`src/rtl/alu_exec_stage.sv`:
```
// Execute stage around an external combinational ALU: registers requests onto the
// ALU inputs and buffers results in a 2-entry FIFO. Optional macro: ALU_EXEC_STICKY_COUT_EN.
module alu_exec_stage #(
  parameter int FIFO_DEPTH = 2
) (
  input  logic        CLK,
  input  logic        RSTn,
  input  logic        IN_VALID,
  output logic        IN_READY,
  input  logic [31:0] IN_A,
  input  logic [31:0] IN_B,
  input  logic [3:0]  IN_OP,
  output logic [31:0] ALU_A,
  output logic [31:0] ALU_B,
  output logic [3:0]  ALU_OP,
  input  logic [31:0] ALU_C,
  input  logic        ALU_COUT,
  output logic        OUT_VALID,
  input  logic        OUT_READY,
  output logic [31:0] OUT_C,
  output logic        OUT_COUT,
  output logic [15:0] RESULT_CNT,
  output logic        STICKY_COUT,
  input  logic        CLR_STICKY
);

  localparam logic [1:0] FULL = 2'(FIFO_DEPTH);

  logic        op_valid;
  logic [31:0] a_reg;
  logic [31:0] b_reg;
  logic [3:0]  op_reg;
  logic [1:0]  count;
  logic        wr_ptr;
  logic        rd_ptr;
  logic [32:0] fifo_mem [2];
  logic [15:0] result_cnt_reg;
  logic        accept;
  logic        push;
  logic        pop;
  logic        masked_cout;

  assign pop       = (count != 2'd0) && OUT_READY;
  // A full FIFO still takes a push when the head leaves in the same cycle.
  assign push      = op_valid && ((count < FULL) || pop);
  assign IN_READY  = !op_valid || push;
  assign accept    = IN_VALID && IN_READY;

  // Carry is only meaningful for add (0000) and sub (0001).
  assign masked_cout = ALU_COUT && (op_reg[3:1] == 3'b000);

  assign ALU_A      = a_reg;
  assign ALU_B      = b_reg;
  assign ALU_OP     = op_reg;
  assign OUT_VALID  = (count != 2'd0);
  assign OUT_C      = fifo_mem[rd_ptr][31:0];
  assign OUT_COUT   = fifo_mem[rd_ptr][32];
  assign RESULT_CNT = result_cnt_reg;

  always_ff @(posedge CLK or negedge RSTn) begin
    if (!RSTn) begin
      op_valid <= 1'b0;
      a_reg    <= '0;
      b_reg    <= '0;
      op_reg   <= '0;
    end else begin
      if (accept) begin
        op_valid <= 1'b1;
        a_reg    <= IN_A;
        b_reg    <= IN_B;
        op_reg   <= IN_OP;
      end else if (push) begin
        op_valid <= 1'b0;
      end
    end
  end

  generate
    for (genvar gi = 0; gi < 2; gi++) begin : g_entry
      always_ff @(posedge CLK or negedge RSTn) begin
        if (!RSTn) begin
          fifo_mem[gi] <= '0;
        end else if (push && (wr_ptr == 1'(gi))) begin
          fifo_mem[gi] <= {masked_cout, ALU_C};
        end
      end
    end
  endgenerate

  always_ff @(posedge CLK or negedge RSTn) begin
    if (!RSTn) begin
      count          <= 2'd0;
      wr_ptr         <= 1'b0;
      rd_ptr         <= 1'b0;
      result_cnt_reg <= 16'd0;
    end else begin
      if (push) wr_ptr <= ~wr_ptr;
      if (pop) begin
        rd_ptr         <= ~rd_ptr;
        result_cnt_reg <= result_cnt_reg + 16'd1;
      end
      case ({push, pop})
        2'b10:   count <= count + 2'd1;
        2'b01:   count <= count - 2'd1;
        default: count <= count;
      endcase
    end
  end

`ifdef ALU_EXEC_STICKY_COUT_EN
  logic sticky_reg;
  // Set wins over a coincident clear so no carry event is lost.
  always_ff @(posedge CLK or negedge RSTn) begin
    if (!RSTn) begin
      sticky_reg <= 1'b0;
    end else if (push && masked_cout) begin
      sticky_reg <= 1'b1;
    end else if (CLR_STICKY) begin
      sticky_reg <= 1'b0;
    end
  end
  assign STICKY_COUT = sticky_reg;
`else
  logic unused_clr;
  assign unused_clr  = CLR_STICKY;
  assign STICKY_COUT = 1'b0;
`endif

endmodule

```
`config.mk`:
```
export PLATFORM = sky130hd
export DESIGN_NAME = alu_exec_stage
export DESIGN_NICKNAME = d
export VERILOG_FILES = /design/src/rtl/alu_exec_stage.sv
export SDC_FILE = /design/constraint.sdc
export NUM_CORES = 1
export LEC_CHECK = 0
export CAP_MARGIN = 10
export CORE_MARGIN = 4
export CORE_UTILIZATION = 40
export DETAILED_ROUTE_END_ITERATION = 16
export GPL_TIMING_DRIVEN = 0
export PLACE_DENSITY = 0.78
export SLEW_MARGIN = 20
export SYNTH_ARGS = -nofsm -noshare
export SYNTH_HDL_FRONTEND = slang
export SYNTH_SLANG_ARGS = --single-unit
```
`constraint.sdc`:
```
create_clock -name CLK -period 4.3 [get_ports CLK]
set_input_delay 0.86 -clock CLK [delete_from_list [all_inputs] [get_ports CLK]]
set_output_delay 0.86 -clock CLK [all_outputs]
set_load 0.1 [all_outputs]
```
==> results.sh <==
export IMPL_synth_async_reset_ratio_pct=100
export IMPL_hold_buffers=0
export IMPL_via_count=4167
export IMPL_num_antenna_cells=0
export IMPL_hpwl_mm=11.5
export IMPL_synth_top_area_share_pct=58.8
export IMPL_pin_count=226
export IMPL_netlist_instances=402
export IMPL_min_period_ns=3.67
export IMPL_syn_nets=510
export IMPL_slew_headroom_pct=31.3
export IMPL_clock_fmax_ghz=0.272
export IMPL_track_usage_pct=17.4
export IMPL_register_area_mm2=0.00388
export IMPL_synth_edff_count=0
export IMPL_final_setup_viol_count=0
export IMPL_synth_common_cells="155 x dfrtp_1, 117 x mux2_2, 50 x mux2_4, 15 x xnor2_1, 8 x buf_4"
export IMPL_placementRows=46
export IMPL_status="completed"
export IMPL_cp_max_fo=10
export IMPL_final_hold_violation_count=0
export IMPL_post_cts_buffers=0
export IMPL_critPathRequiredTime_ns=3.44
export IMPL_die_y_um=136
export IMPL_routed_wl_mm=15.8
export IMPL_cts_made_buffers=17
export IMPL_grt_max_degree=90
export IMPL_period_share_pct=85.4
export IMPL_fin_skew_ns=0.00997
export IMPL_synth_area_per_cell_um2=16.4
export IMPL_clock_latency_ns=0.42
export IMPL_final_antenna_net_count=0
export IMPL_area_growth_pct=47.8
export IMPL_synth_top_cell_by_area="dfrtp_1"
export IMPL_startpoint_type="flip-flop"
export IMPL_instances_no_fill=873
export IMPL_synthTopCellsByArea="dfrtp_1 59%, mux2_2 20%, mux2_4 11%"
export IMPL_dp_cells=842
export IMPL_maxSlewViolCount=0
export IMPL_grt_overflow=0
export IMPL_max_slew_worst_pin_slew_ns=1.03
export IMPL_cts_resized=0
export IMPL_seq_area_frac_synth_pct=58.8
export IMPL_chipWidth_um=136
export IMPL_worstSetupEndpointType="primary output"
export IMPL_holdCritPathClass="in2async"
export IMPL_cts_sinks=155
export IMPL_maxCapViolations=0
export IMPL_grt_pass1_vias=4744
export IMPL_post_route_util_pct=60.9
export IMPL_crit_arrival_ns=2.81
export IMPL_synth_area_mm2=0.00660
export IMPL_htree_levels=4
export IMPL_synth_main_ff_cell="dfrtp_1"
export IMPL_core_mm2=0.0160
export IMPL_yosysMostFrequentCell="dfrtp_1"
export IMPL_pre_cts_ws_ns=0.694
export IMPL_multi_input_area_mm2=0.00254
export IMPL_grt_pass1_wl_mm=24.9
export IMPL_layout_setup_ws_ns=0.629
export IMPL_wl_per_cell_um=18.1
export IMPL_antenna_found_initial=0
export IMPL_cts_tree="yes"
export IMPL_n_fill_cell=1261
export IMPL_drt_first_iter_violations=132
export IMPL_cts_clk_slew_worst_paths_ns=0.06
export IMPL_gp_congestion=0.755
export IMPL_drtPass1Iterations=4
export IMPL_yosysWarnings=0
export IMPL_cts_root_buf="clkbuf_16"
export IMPL_drive_gt1_share_pct=34.6
export IMPL_die_area_mm2=0.0186
export IMPL_critPathKind="reg2out"
export IMPL_grt_setup_unrepaired="no"
export IMPL_io_buffers=223
export IMPL_drc=0
export IMPL_cts_max_path_buffers=2
export IMPL_start_util_pct=41.2
export IMPL_viasPerCell=4.77
export IMPL_ys_ff_latch=155
export IMPL_synth_cell_types=33
export IMPL_fin_nets=753
-- cell families after synthesis --
group,Yosys count,share of synthesized area (%)
other,1,0.0568
multiplexers,167,31.4
adder cells (fa/ha/maj),2,0.379
XOR/XNOR,20,2.66
AND/OR/NAND/NOR,36,3.85
buffers and inverters,20,2.66
AO/OA/AOI/OAI,1,0.247
flip-flops,155,58.8
-- worst paths after layout --
| kind | startpoint | to | slack, ns | cells past startpoint |
|---|---|---|---|---|
| max in group asynchronous | RSTn | wr_ptr | 3.09 | 2 |
| worst max-delay path | rd_ptr | OUT_C[12] | 0.63 | 4 |
| worst min-delay path | RSTn | fifo_mem[46] | 0.44 | 1 |
| min in group CLK | RESULT_CNT[15] | RESULT_CNT[15] | 0.48 | 1 |
| worst min register to register | RESULT_CNT[15] | RESULT_CNT[15] | 0.48 | 1 |
| worst max register to register | count[0] | count[1] | 2.54 | 5 |
-- placed cells by master, fill, tap and decap left out, drive strengths merged --
master / count
nand2: 9
mux2: 167
nand4: 3
xor2: 5
nor3: 1
clkinvlp: 3
o21ai: 1
bufinv: 4
nand2b: 2
nand3b: 1
nor4b: 1
nand3: 8
clkdlybuf4s50: 222
or2: 1
xnor2: 15
nor4: 3
clkinv: 4
buf: 19
and2: 1
clkbuf: 21
inv: 2
conb: 1
dfrtp: 155
ha: 2
and3: 1
nor2: 5
-- routing by layer --
metal,up-vias,track usage [%],share of wire (%)
met3,17,7.40,10
li1,1898,-,-
met1,2084,20.0,39
met2,168,28.9,49
met5,-,0,0
met4,0,6.22,1.6
-- metrics by stage --
stage / cell area, um2 / hold slack, ns / TNS, ns
2_1_floorplan: 6600 / 0.474 / 0
3_3_place_gp: 9100 / 0.462 / -548.37
3_5_place_dp: 9130 / 0.472 / 0
4_1_cts: 9750 / 0.473 / 0
5_1_grt: 9750 / 0.474 / 0
6_report: 9750 / 0.442 / 0
-- final cells by class --
type / instances / share of cell area (%)
Sequential cell: 155 / 39.8
Buffer: 18 / 1.72
Multi-Input combinational cell: 227 / 26.1
Tap cell: 216 / 2.77
Clock buffer: 20 / 4.58
Clock inverter: 11 / 1.75
Timing Repair Buffer: 224 / 23.2
Inverter: 2 / 0.0770
-- state kept, by name, indices dropped and copies added (netlist names) --
signal,count
fifo_mem,66
ALU_A,32
ALU_B,32
RESULT_CNT,16
ALU_OP,4
count,2
op_valid,1
rd_ptr,1
wr_ptr,1
-- worst max-delay path: stages (launching register included) --
cell	delay, ns
dfrtp_1	0.32
clkbuf_1	0.34
buf_2	0.37
mux2_2	0.38
clkdlybuf4s50_1	0.99
Power is not shown: default switching activity piles up to over one toggle a cycle in this logic, so the estimate is an artifact.
